===== src/rtl/multicycle_control.sv =====
// Multi-cycle RV32I-subset control FSM: FETCH/DECODE/EXEC/MEM/WB with req/ack memory handshakes.
// Define ILLEGAL_TRAP_EN to park illegal instructions in a sticky TRAP state; otherwise they retire as NOPs.
module multicycle_control #(
    parameter int WIDTH      = 32,
    parameter int ALU_CTRL_W = 3,
    parameter int RET_W      = 16
) (
    input  logic                  clk,
    input  logic                  rst,
    input  logic [WIDTH-1:0]      instr,
    input  logic                  EQ,
    input  logic                  imem_ack,
    input  logic                  dmem_ack,
    output logic                  imem_req,
    output logic                  dmem_req,
    output logic                  MemWrite,
    output logic                  IRWrite,
    output logic                  PCWrite,
    output logic                  PCsrc,
    output logic                  RegWrite,
    output logic                  ALUsrc,
    output logic [ALU_CTRL_W-1:0] ALUctrl,
    output logic [1:0]            ImmSrc,
    output logic                  ResultSrc,
    output logic [RET_W-1:0]      retired,
    output logic                  illegal
);
    typedef enum logic [2:0] {S_FETCH, S_DECODE, S_EXEC, S_MEM, S_WB, S_TRAP} state_t;

    localparam logic [6:0] OPC_IMM = 7'd19, OPC_OP = 7'd51, OPC_BR = 7'd99,
                           OPC_LD  = 7'd3,  OPC_ST = 7'd35;
    localparam logic [2:0] ALU_ADD = 3'b000, ALU_SUB = 3'b001, ALU_AND = 3'b010,
                           ALU_OR  = 3'b011, ALU_SLT = 3'b101;

    state_t           state_q, state_d;
    logic [RET_W-1:0] ret_q, ret_d;

    logic [6:0] opc, f7;
    logic [2:0] f3;
    logic [4:0] rd;
    assign opc = instr[6:0];
    assign rd  = instr[11:7];
    assign f3  = instr[14:12];
    assign f7  = instr[31:25];

    // Register/immediate fields feed the datapath only.
    logic unused_fields;
    assign unused_fields = ^instr[24:15];
    if (WIDTH > 32) begin : g_hi
        logic unused_hi;
        assign unused_hi = ^instr[WIDTH-1:32];
    end

    logic f3_alu, is_opi, is_op, is_br, is_lw, is_sw, legal;
    logic [2:0] alu_f;
    assign f3_alu = (f3 == 3'b000) || (f3 == 3'b010) || (f3 == 3'b110) || (f3 == 3'b111);
    assign is_opi = (opc == OPC_IMM) && f3_alu;
    assign is_op  = (opc == OPC_OP) && (((f7 == 7'b0000000) && f3_alu) ||
                                        ((f7 == 7'b0100000) && (f3 == 3'b000)));
    assign is_br  = (opc == OPC_BR) && (f3[2:1] == 2'b00);
    assign is_lw  = (opc == OPC_LD) && (f3 == 3'b010);
    assign is_sw  = (opc == OPC_ST) && (f3 == 3'b010);
    assign legal  = is_opi | is_op | is_br | is_lw | is_sw;

    always_comb begin
        alu_f = ALU_ADD;
        case (f3)
            3'b000:  alu_f = (is_op && f7[5]) ? ALU_SUB : ALU_ADD;
            3'b111:  alu_f = ALU_AND;
            3'b110:  alu_f = ALU_OR;
            3'b010:  alu_f = ALU_SLT;
            default: alu_f = ALU_ADD;
        endcase
    end

    logic       c_ireq, c_dreq, c_mw, c_irw, c_pcw, c_pcs, c_rw, c_asrc, c_rs;
    logic [2:0] c_alu;
    logic [1:0] c_imm;

    always_comb begin
        state_d = state_q;
        c_ireq  = 1'b0;
        c_dreq  = 1'b0;
        c_mw    = 1'b0;
        c_irw   = 1'b0;
        c_pcw   = 1'b0;
        c_pcs   = 1'b0;
        c_rw    = 1'b0;
        c_asrc  = 1'b0;
        c_rs    = 1'b0;
        c_alu   = ALU_ADD;
        c_imm   = 2'b00;
        case (state_q)
            S_FETCH: begin
                c_ireq = 1'b1;
                if (imem_ack) begin
                    c_irw   = 1'b1;
                    state_d = S_DECODE;
                end
            end
            S_DECODE: begin
                if (legal) begin
                    state_d = S_EXEC;
                end else begin
`ifdef ILLEGAL_TRAP_EN
                    state_d = S_TRAP;
`else
                    c_pcw   = 1'b1;
                    state_d = S_FETCH;
`endif
                end
            end
            S_EXEC: begin
                if (is_br) begin
                    c_alu   = ALU_SUB;
                    c_imm   = 2'b10;
                    c_pcw   = 1'b1;
                    c_pcs   = f3[0] ? ~EQ : EQ;
                    state_d = S_FETCH;
                end else if (is_lw || is_sw) begin
                    c_alu   = ALU_ADD;
                    c_asrc  = 1'b1;
                    c_imm   = is_sw ? 2'b01 : 2'b00;
                    state_d = S_MEM;
                end else begin
                    c_alu   = alu_f;
                    c_asrc  = is_opi;
                    state_d = S_WB;
                end
            end
            S_MEM: begin
                c_dreq = 1'b1;
                c_mw   = is_sw;
                if (dmem_ack) begin
                    c_pcw   = is_sw;
                    state_d = is_sw ? S_FETCH : S_WB;
                end
            end
            S_WB: begin
                c_rw    = (rd != 5'd0);
                c_rs    = is_lw;
                c_pcw   = 1'b1;
                state_d = S_FETCH;
            end
            S_TRAP:  state_d = S_TRAP;
            default: state_d = S_FETCH;
        endcase
    end

    // Gating with rst lets an asynchronous reset drop every strobe in the same cycle.
    assign imem_req  = rst & c_ireq;
    assign dmem_req  = rst & c_dreq;
    assign MemWrite  = rst & c_mw;
    assign IRWrite   = rst & c_irw;
    assign PCWrite   = rst & c_pcw;
    assign PCsrc     = rst & c_pcs;
    assign RegWrite  = rst & c_rw;
    assign ALUsrc    = rst & c_asrc;
    assign ResultSrc = rst & c_rs;
    assign ALUctrl   = rst ? ALU_CTRL_W'(c_alu) : '0;
    assign ImmSrc    = rst ? c_imm : 2'b00;

    assign ret_d   = c_pcw ? ret_q + RET_W'(1) : ret_q;
    assign retired = ret_q;

`ifdef ILLEGAL_TRAP_EN
    assign illegal = (state_q == S_TRAP);
`else
    assign illegal = 1'b0;
`endif

    always_ff @(posedge clk or negedge rst) begin
        if (!rst) begin
            state_q <= S_FETCH;
            ret_q   <= '0;
        end else begin
            state_q <= state_d;
            ret_q   <= ret_d;
        end
    end
endmodule


===== config.mk =====
export PLATFORM = sky130hd
export DESIGN_NAME = multicycle_control
export DESIGN_NICKNAME = d
export VERILOG_FILES = /design/src/rtl/multicycle_control.sv
export SDC_FILE = /design/constraint.sdc
export NUM_CORES = 1
export LEC_CHECK = 0
export ABC_AREA = 1
export BUFFER_PORTS_ARGS = -buffer_cell sky130_fd_sc_hd__buf_2
export CELL_PAD_IN_SITES_DETAIL_PLACEMENT = 0
export CELL_PAD_IN_SITES_GLOBAL_PLACEMENT = 1
export CORE_MARGIN = 2
export CORE_UTILIZATION = 30
export DETAILED_ROUTE_END_ITERATION = 8
export PLACE_DENSITY = 0.78
export SETUP_SLACK_MARGIN = 0.15
export SLEW_MARGIN = 20
export SYNTH_ARGS = -nofsm -noshare
export SYNTH_HDL_FRONTEND = slang
export SYNTH_SLANG_ARGS = --single-unit

===== constraint.sdc =====
create_clock -name clk -period 1.45 [get_ports clk]
set_input_delay 0.0725 -clock clk [delete_from_list [all_inputs] [get_ports clk]]
set_output_delay 0.0725 -clock clk [all_outputs]
set_load 0.005 [all_outputs]

==> summary.json, run 1 <==
{
  "cp-end-kind": {"value": "output port"},
  "outcome": {"value": "finished, violations left"},
  "ys.warnings.count": {"value": 0},
  "finalSetupViolCount": {"value": 22},
  "timing_hold_violations_final": {"value": 0},
  "drt_first_iter_violations": {"value": 74},
  "hp-start": {"value": "imem_ack"},
  "worstReg2RegStart": {"value": "state_q[0]$_DFFE_PN0P_"},
  "groute.layer.met2.usage": {"value": 27.5, "unit": "%"},
  "maximum_number_of_pins_on_one_net_before_global_route_repair": {"value": 20},
  "io_buffers": {"value": 56},
  "worst_slack_setup_final": {"value": -93.8, "unit": "ps"},
  "setup.worst_path.start_class": {"value": "flip-flop"},
  "fin_total_pwr": {"value": 1.97, "unit": "mW"},
  "drc": {"value": 0},
  "cts_htree_levels": {"value": 1},
  "core_area": {"value": 0.00482, "unit": "mm²"},
  "critical_path_class": {"value": "flip-flop to output port"},
  "final-max-slew-violation-count": {"value": 0},
  "hpwlAfterDp": {"value": 3150, "unit": "µm"},
  "wire_per_inst": {"value": 11.0, "unit": "µm"},
  "clock_latency": {"value": 260, "unit": "ps"},
  "antenna_cells_inserted": {"value": 0},
  "drtAntennaViolNets": {"value": 0},
  "area.growth.synth_to_final": {"value": 45.5, "unit": "%"},
  "leak": {"value": 1.15, "unit": "nW"},
  "final.period_utilization": {"value": 106, "unit": "%"},
  "cts_num_sinks": {"value": 19},
  "dieArea": {"value": 0.00566, "unit": "mm²"},
  "worst_hold_path_type": {"value": "primary input to flip-flop"},
  "final_cell_count_no_fill": {"value": 378},
  "period_minus_slack": {"value": 1540, "unit": "ps"},
  "initial_antenna_violation_count": {"value": 0},
  "synth-seq-area-share": {"value": 31.3, "unit": "%"},
  "grt_use_total": {"value": 15.9, "unit": "%"},
  "syn-cell-area": {"value": 0.00152, "unit": "mm²"},
  "finalNetCount": {"value": 350},
  "die_x": {"value": 75.2, "unit": "µm"},
  "ys_ff_latch": {"value": 19},
  "cts.reportedPaths.clkPinSlew": {"value": 70, "unit": "ps"},
  "initial_utilization": {"value": 31.6, "unit": "%"},
  "design.portCount": {"value": 68},
  "syn_area_per_cell": {"value": 6.62, "unit": "µm²"},
  "required": {"value": 1380, "unit": "ps"},
  "finalCoreUtilization": {"value": 45.9, "unit": "%"},
  "layout.filler_cells": {"value": 516},
  "synth.lib_cells_used.distinct": {"value": 29},
  "max-cap-violations": {"value": 0},
  "failed_checks": {"value": "negative setup slack"},
  "synthesis.instances": {"value": 230},
  "first_global_vias": {"value": 1633},
  "power.ir.vdd_worst": {"value": 0.000434, "unit": "V"},
  "grt.busiest_layer": {"value": "met2"},
  "cp_max_fo": {"value": 3},
  "mappedNetlistNets": {"value": 268},
  "ctsLongestPathBuffers": {"value": 2},
  "drive_gt1_share": {"value": 40.2, "unit": "%"},
  "rsz_0062_raised_after_global_routing": {"value": "yes"},
  "clk_root_buffer_cell": {"value": "sky130_fd_sc_hd__clkbuf_8"},
  "firstDrtPassIters": {"value": 4},
  "fp.dieH": {"value": 75.2, "unit": "µm"},
  "clock_tree_from_tritoncts": {"value": "built"},
  "met3_usage": {"value": 1.74, "unit": "%"},
  "maxClockFrequency": {"value": 648, "unit": "MHz"},
  "finalWirelength": {"value": 4180, "unit": "µm"},
  "setup.worst_path.start": {"value": "state_q[0]$_DFFE_PN0P_"},
  "tritoncts_buffers": {"value": 3},
  "via_count": {"value": 1733},
  "global_route.usage.met1": {"value": 21.5, "unit": "%"},
  "floorplan.rows": {"value": 25},
  "tns": {"value": -612, "unit": "ps"},
  "grt_overflow": {"value": 0},
  "wire_length_of_the_first_global_routing_pass": {"value": 7160, "unit": "µm"},
  "gp_congestion": {"value": 0.819},
  "timing.clock.skew": {"value": 1.79, "unit": "ps"},
  "post_detailed_route_via_to_cell_ratio": {"value": 4.58},
  "arrival_worst_endpoint": {"value": 1470, "unit": "ps"},
  "placed_cells_incl_taps": {"value": 365},
  "powerDensity": {"value": 892, "unit": "mW/mm²"}
}
synthesized netlist by cell type:
master | n | share of area, %
sky130_fd_sc_hd__nand2_1 | 65 | 16
sky130_fd_sc_hd__nor2_1 | 34 | 8.4
sky130_fd_sc_hd__nand3_1 | 28 | 9.2
sky130_fd_sc_hd__inv_1 | 23 | 5.7
sky130_fd_sc_hd__dfrtp_1 | 19 | 31
sky130_fd_sc_hd__nor3_1 | 11 | 3.6
sky130_fd_sc_hd__xnor2_1 | 8 | 4.6
sky130_fd_sc_hd__xor2_1 | 7 | 4.0
sky130_fd_sc_hd__o21ai_0 | 5 | 1.6
sky130_fd_sc_hd__nand2_2 | 4 | 1.6
sky130_fd_sc_hd__buf_4 | 3 | 1.5
sky130_fd_sc_hd__nor2_2 | 3 | 1.2
sky130_fd_sc_hd__nand2_4 | 2 | 1.5
sky130_fd_sc_hd__nor2_4 | 2 | 1.5
sky130_fd_sc_hd__nor3b_1 | 2 | 0.99
sky130_fd_sc_hd__a211oi_1 | 1 | 0.49
sky130_fd_sc_hd__a21oi_1 | 1 | 0.33
sky130_fd_sc_hd__a21oi_2 | 1 | 0.58
sky130_fd_sc_hd__buf_6 | 1 | 0.74
sky130_fd_sc_hd__clkbuf_1 | 1 | 0.25
sky130_fd_sc_hd__conb_1 | 1 | 0.25
sky130_fd_sc_hd__ha_1 | 1 | 0.82
sky130_fd_sc_hd__nand3b_1 | 1 | 0.49
sky130_fd_sc_hd__nand4_1 | 1 | 0.41
sky130_fd_sc_hd__nor4_1 | 1 | 0.41
sky130_fd_sc_hd__o21ai_2 | 1 | 0.58
sky130_fd_sc_hd__o21ai_4 | 1 | 1.1
sky130_fd_sc_hd__o22ai_1 | 1 | 0.41
sky130_fd_sc_hd__or2_2 | 1 | 0.41
flip-flops by register name, summed over array words and instances, names as in the netlist:
signal	flops
retired	16
state_q	3
cell type report:
type	instances	area [µm²]	area share [%]
Multi-Input combinational cell	183	1020	46.2
Sequential cell	19	475	21.5
Inverter	23	86.3	3.90
Clock buffer	4	45.0	2.04
Timing Repair Buffer	82	500	22.6
Tap cell	67	83.8	3.79
kinds of logic (layout without fill, tap and decap cells):
logic type	after synthesis	count (layout)	synth area share (%)
AND/OR/NAND/NOR	155	155	45.8
buffers and inverters	28	109	8.14
flip-flops	19	19	31.3
XOR/XNOR	15	15	8.64
AO/OA/AOI/OAI	11	11	5.10
adder cells (fa/ha/maj)	1	1	0.822
other	1	1	0.246
critical path, cell delays in order, from the launching register on:
cell,delay [ps]
sky130_fd_sc_hd__dfrtp_1,390
sky130_fd_sc_hd__inv_2,60
sky130_fd_sc_hd__nor3_2,200
sky130_fd_sc_hd__nand2_1,80
sky130_fd_sc_hd__o21ai_2,170
sky130_fd_sc_hd__nor2_4,70
sky130_fd_sc_hd__a21oi_2,120
sky130_fd_sc_hd__buf_2,120
power breakdown:
part	switching [mW]	internal (mW)
clock network	0.178	0.195
logic	0.533	0.377
registers	0.0802	0.611
total	0.791	1.18
cells in the final DEF, fill, tap and decap left out, drive strengths merged, types with 4 or more instances in the layout:
| cell type | Yosys | routed |
|---|---|---|
| clkbuf | 1 | 4 |
| o21ai | 7 | 7 |
| inv | 23 | 23 |
| nor2 | 39 | 39 |
| xor2 | 7 | 7 |
| nor3 | 11 | 11 |
| nand2 | 71 | 71 |
| dfrtp | 19 | 19 |
| xnor2 | 8 | 8 |
| buf | 4 | 81 |
| nand3 | 28 | 28 |
metal layers:
| metal | part of all wire, % | routed length, µm | vias up |
|---|---|---|---|
| li1 | - | - | 893 |
| met5 | 0 | 0 | - |
| met2 | 48 | 1990 | 44 |
| met4 | 0.84 | 35 | 0 |
| met1 | 48 | 1990 | 792 |
| met3 | 3.8 | 159 | 4 |
through the flow:
step / instance area, µm² / hold WS [ps] / setup slack, ps
after floorplan: 1540 / -223 / 132
after global placement: 1990 / 66.2 / 43.7
after detailed placement: 1990 / 68.6 / 56.3
after CTS: 2150 / 76.3 / -112
after global routing: 2210 / 120 / -176
final: 2210 / 95.4 / -93.8
what timing repair did:
item / CTS / global route
pin swaps: 10 / 8
hold endpoints to repair: 19 / 0
endpoints found under the setup margin: 31 / 33
setup buffers: 7 / 1
resized for setup: 19 / 14
hold buffers: 1 / 0
cloned: 0 / 0
path summary, 6_finish.rpt:
| kind | endpoint | slack (ps) | depth (start not counted) |
|---|---|---|---|
| min reg2reg | retired[14]$_DFFE_PN0P_ | 550 | 2 |
| max reg2reg | retired[12]$_DFFE_PN0P_ | -30 | 9 |
| min in group asynchronous | retired[8]$_DFFE_PN0P_ | 330 | 3 |
| max | PCWrite | -90 | 7 |
| max in group asynchronous | retired[7]$_DFFE_PN0P_ | 910 | 3 |
| min | state_q[2]$_DFFE_PN0P_ | 100 | 3 |
Note: power is estimated with default switching activity, not from simulation.
==> run 2, diff against run 1 <==
--- a/config.mk
+++ b/config.mk
@@ -9,6 +9,7 @@
 export BUFFER_PORTS_ARGS = -buffer_cell sky130_fd_sc_hd__buf_2
 export CELL_PAD_IN_SITES_DETAIL_PLACEMENT = 0
 export CELL_PAD_IN_SITES_GLOBAL_PLACEMENT = 1
+export CORE_ASPECT_RATIO = 0.7
 export CORE_MARGIN = 2
 export CORE_UTILIZATION = 30
 export DETAILED_ROUTE_END_ITERATION = 8
==> run 2 against run 1 <==
Effect of this change: the flow still finishes with violations (negative setup slack); first-iteration DRC count fell by 26%; die area rose by 0.15%; total power grew 5.6%; cell count increased by 1.3%; non-clock buffer count up 3; sequential share of layout area decreased by 0.94 points.
==> summary.json, run 2 (synthesis gave the netlist of run 1 again) <==
{
  "outcome": {"value": "finished, violations left"},
  "failed_checks": {"value": "negative setup slack"},
  "grt_use_total": {"value": 16.9, "unit": "%", "change": "+1.0 points"},
  "final.period_utilization": {"value": 107, "unit": "%", "change": "+0.44 points"},
  "timing_hold_violations_final": {"value": 0, "change": "unchanged"},
  "wire_length_of_the_first_global_routing_pass": {"value": 7530, "unit": "µm", "change": "+5.2%"},
  "fp.dieH": {"value": 63.6, "unit": "µm", "change": "-15%"},
  "whs_endpoint": {"value": "state_q[2]$_DFFE_PN0P_"},
  "critPathTopFamily": {"value": "flip-flops"},
  "worstReg2RegStart": {"value": "state_q[2]$_DFFE_PN0P_"},
  "worst-r2r-cell-count": {"value": 8, "change": "-1"},
  "initial_antenna_violation_count": {"value": 0, "change": "unchanged"},
  "drtAntennaViolNets": {"value": 0, "change": "unchanged"},
  "post_detailed_route_via_to_cell_ratio": {"value": 4.48, "change": "-2.3%"},
  "power.ir.vdd_worst": {"value": 0.000401, "unit": "V", "change": "-7.6%"},
  "timing.clock.skew": {"value": 1.65, "unit": "ps", "change": "-0.148 ps"},
  "initial_utilization": {"value": 31.5, "unit": "%", "change": "-0.11 points"},
  "grt_overflow": {"value": 0, "change": "unchanged"},
  "layout.filler_cells": {"value": 553, "change": "+7.2%"},
  "regToRegEndpoint": {"value": "retired[5]$_DFFE_PN0P_"},
  "first_global_vias": {"value": 1646, "change": "+0.80%"},
  "rsz_0062_raised_after_global_routing": {"value": "yes"},
  "die_x": {"value": 89.1, "unit": "µm", "change": "+18%"},
  "cts.reportedPaths.clkPinSlew": {"value": 70, "unit": "ps", "change": "about the same"},
  "layout_commonest_cell": {"value": "sky130_fd_sc_hd__nand2_1"},
  "cp_max_fo": {"value": 4, "change": "+1"},
  "powerDensity": {"value": 898, "unit": "mW/mm²", "change": "+0.73%"},
  "floorplan.rows": {"value": 21, "change": "-16%"},
  "setup_slack_reg_to_reg": {"value": -60, "unit": "ps", "change": "-30 ps"},
  "io_buffers": {"value": 56, "change": "unchanged"},
  "dpl_worst_slack": {"value": 36.6, "unit": "ps", "change": "-19.7 ps"},
  "antenna_cells_inserted": {"value": 0, "change": "unchanged"},
  "clock_latency": {"value": 260, "unit": "ps", "change": "about the same"},
  "maxClockFrequency": {"value": 645, "unit": "MHz", "change": "-0.41%"},
  "gp_congestion": {"value": 0.769, "change": "-6.1%"},
  "setup.worst_path.start_class": {"value": "flip-flop"},
  "ctsLongestPathBuffers": {"value": 2, "change": "unchanged"},
  "cp-end-kind": {"value": "output port"},
  "min_delay_path_depth": {"value": 3, "change": "unchanged"},
  "final-max-slew-violation-count": {"value": 0, "change": "unchanged"},
  "cts_htree_levels": {"value": 1, "change": "unchanged"},
  "drive_gt1_share": {"value": 41.7, "unit": "%", "change": "+1.5 points"},
  "required": {"value": 1380, "unit": "ps", "change": "about the same"},
  "hp-start": {"value": "imem_ack"},
  "worst_hold_path_type": {"value": "primary input to flip-flop"},
  "layout_common_cells": {"value": "62 x sky130_fd_sc_hd__nand2_1, 56 x sky130_fd_sc_hd__buf_2, 28 x sky130_fd_sc_hd__nor2_1, 26 x sky130_fd_sc_hd__nand3_1, 20 x sky130_fd_sc_hd__buf_4"},
  "worstPathCellList": {"value": "nor3_4, nand2_1, o21ai_2, nor2_4, a21oi_2, buf_2"},
  "clk_root_buffer_cell": {"value": "sky130_fd_sc_hd__clkbuf_8"},
  "leak": {"value": 1.19, "unit": "nW", "change": "+3.3%"},
  "cts_num_sinks": {"value": 19, "change": "unchanged"},
  "drt_first_iter_violations": {"value": 55, "change": "-26%"},
  "design.portCount": {"value": 68, "change": "unchanged"},
  "firstDrtPassIters": {"value": 4, "change": "unchanged"},
  "area.growth.synth_to_final": {"value": 52.5, "unit": "%"},
  "arrival_worst_endpoint": {"value": 1480, "unit": "ps", "change": "about the same"},
  "crit_buf_inv": {"value": 1, "change": "-1"},
  "dpl-instance-area": {"value": 0.00203, "unit": "mm²", "change": "+2.1%"},
  "tritoncts_buffers": {"value": 3, "change": "unchanged"},
  "max-cap-violations": {"value": 0, "change": "unchanged"},
  "wire_per_inst": {"value": 12.0, "unit": "µm", "change": "+8.4%"},
  "clock_tree_from_tritoncts": {"value": "built"},
  "final_design_area_no_fill": {"value": 0.00232, "unit": "mm²", "change": "+4.9%"},
  "period_minus_slack": {"value": 1550, "unit": "ps", "change": "+6.39 ps"},
  "core_area": {"value": 0.00483, "unit": "mm²", "change": "+0.36%"},
  "hold-worst-slack": {"value": 123, "unit": "ps", "change": "+27.9 ps"},
  "finalCoreUtilization": {"value": 48.0, "unit": "%", "change": "+2.1 points"},
  "hpwlAfterDp": {"value": 3390, "unit": "µm", "change": "+7.8%"},
  "cp_slowest_stage_delay": {"value": 450, "unit": "ps", "change": "+60 ps"},
  "maximum_number_of_pins_on_one_net_before_global_route_repair": {"value": 20, "change": "unchanged"},
  "worst_slack_setup_final": {"value": -100, "unit": "ps", "change": "-6.39 ps"},
  "critical_path_class": {"value": "flip-flop to output port"},
  "finalSetupViolCount": {"value": 24, "change": "+9.1%"},
  "via_count": {"value": 1716, "change": "-0.98%"},
  "critical-path-slowest-cell": {"value": "sky130_fd_sc_hd__dfrtp_2"},
  "finalNetCount": {"value": 353, "change": "+0.86%"},
  "dieArea": {"value": 0.00567, "unit": "mm²", "change": "+0.15%"},
  "drc": {"value": 0, "change": "unchanged"},
  "largest_reg_flops": {"value": 16, "change": "unchanged"},
  "finalWirelength": {"value": 4590, "unit": "µm", "change": "+9.9%"}
}
## run 2: final cells by class
| class | count | area, µm² | share of cell area (%) |
|---|---|---|---|
| multi-input combinational | 183 | 1080 | 46.5 |
| timing repair buffer | 85 | 548 | 23.6 |
| sequential | 19 | 477 | 20.5 |
| inverter | 23 | 86.3 | 3.72 |
| tap | 69 | 86.3 | 3.72 |
| clock buffer | 4 | 45.0 | 1.94 |
## run 2: worst max path at each step
stage | startpoint | end | slack, ps | cells after the start
after floorplan | retired[0]$_DFFE_PN0P_ | retired[14]$_DFFE_PN0P_ | 130 | 7
after global placement | retired[0]$_DFFE_PN0P_ | retired[13]$_DFFE_PN0P_ | 30 | 7
after detailed placement | retired[0]$_DFFE_PN0P_ | retired[13]$_DFFE_PN0P_ | 40 | 7
after CTS | state_q[1]$_DFFE_PN0P_ | PCWrite | -100 | 7
after global routing | state_q[2]$_DFFE_PN0P_ | PCWrite | -200 | 6
final | state_q[2]$_DFFE_PN0P_ | PCWrite | -100 | 6
## run 2: what timing repair did
item                                    4_1_cts  5_1_grt
pin swaps                                     8       12
endpoints found under the setup margin       31       32
gates cloned                                  0        0
hold buffers                                  1        0
endpoints found under the hold margin        19        0
gates resized for setup                      22       22
setup buffers                                 6        3
## run 2: through the flow
stage / TNS [ps] / power [mW] / instances
global route: -3290 / 2.28 / 383
finish: -1110 / 2.08 / 383
floorplan: 0 / 1.22 / 230
CTS: -977 / 2.03 / 380
global placement: 0 / 1.55 / 369
detailed placement: 0 / 1.56 / 369
## run 2: worst reg2reg max path, stage by stage, from the launching register on
cell and delay [ps]:
sky130_fd_sc_hd__dfrtp_2 450, sky130_fd_sc_hd__nor3_4 190, sky130_fd_sc_hd__nand2_1 80, sky130_fd_sc_hd__o21ai_2 180
sky130_fd_sc_hd__nor2_4 50, sky130_fd_sc_hd__buf_4 180, sky130_fd_sc_hd__buf_12 130, sky130_fd_sc_hd__nand3_1 70
sky130_fd_sc_hd__nand2_1 70
## run 2: metal layers
layer / up-vias / share of wire, % / global-route usage, %
met5: - / 0 / 0
met4: 0 / 0.63 / 3.36
met3: 5 / 4.2 / 3.41
met2: 33 / 45 / 25.1
met1: 781 / 51 / 25.3
li1: 897 / - / -
## run 2: power breakdown
group | internal [mW] | switching [mW]
registers | 0.611 | 0.0943
clock network | 0.196 | 0.183
logic | 0.434 | 0.567
total | 1.24 | 0.845
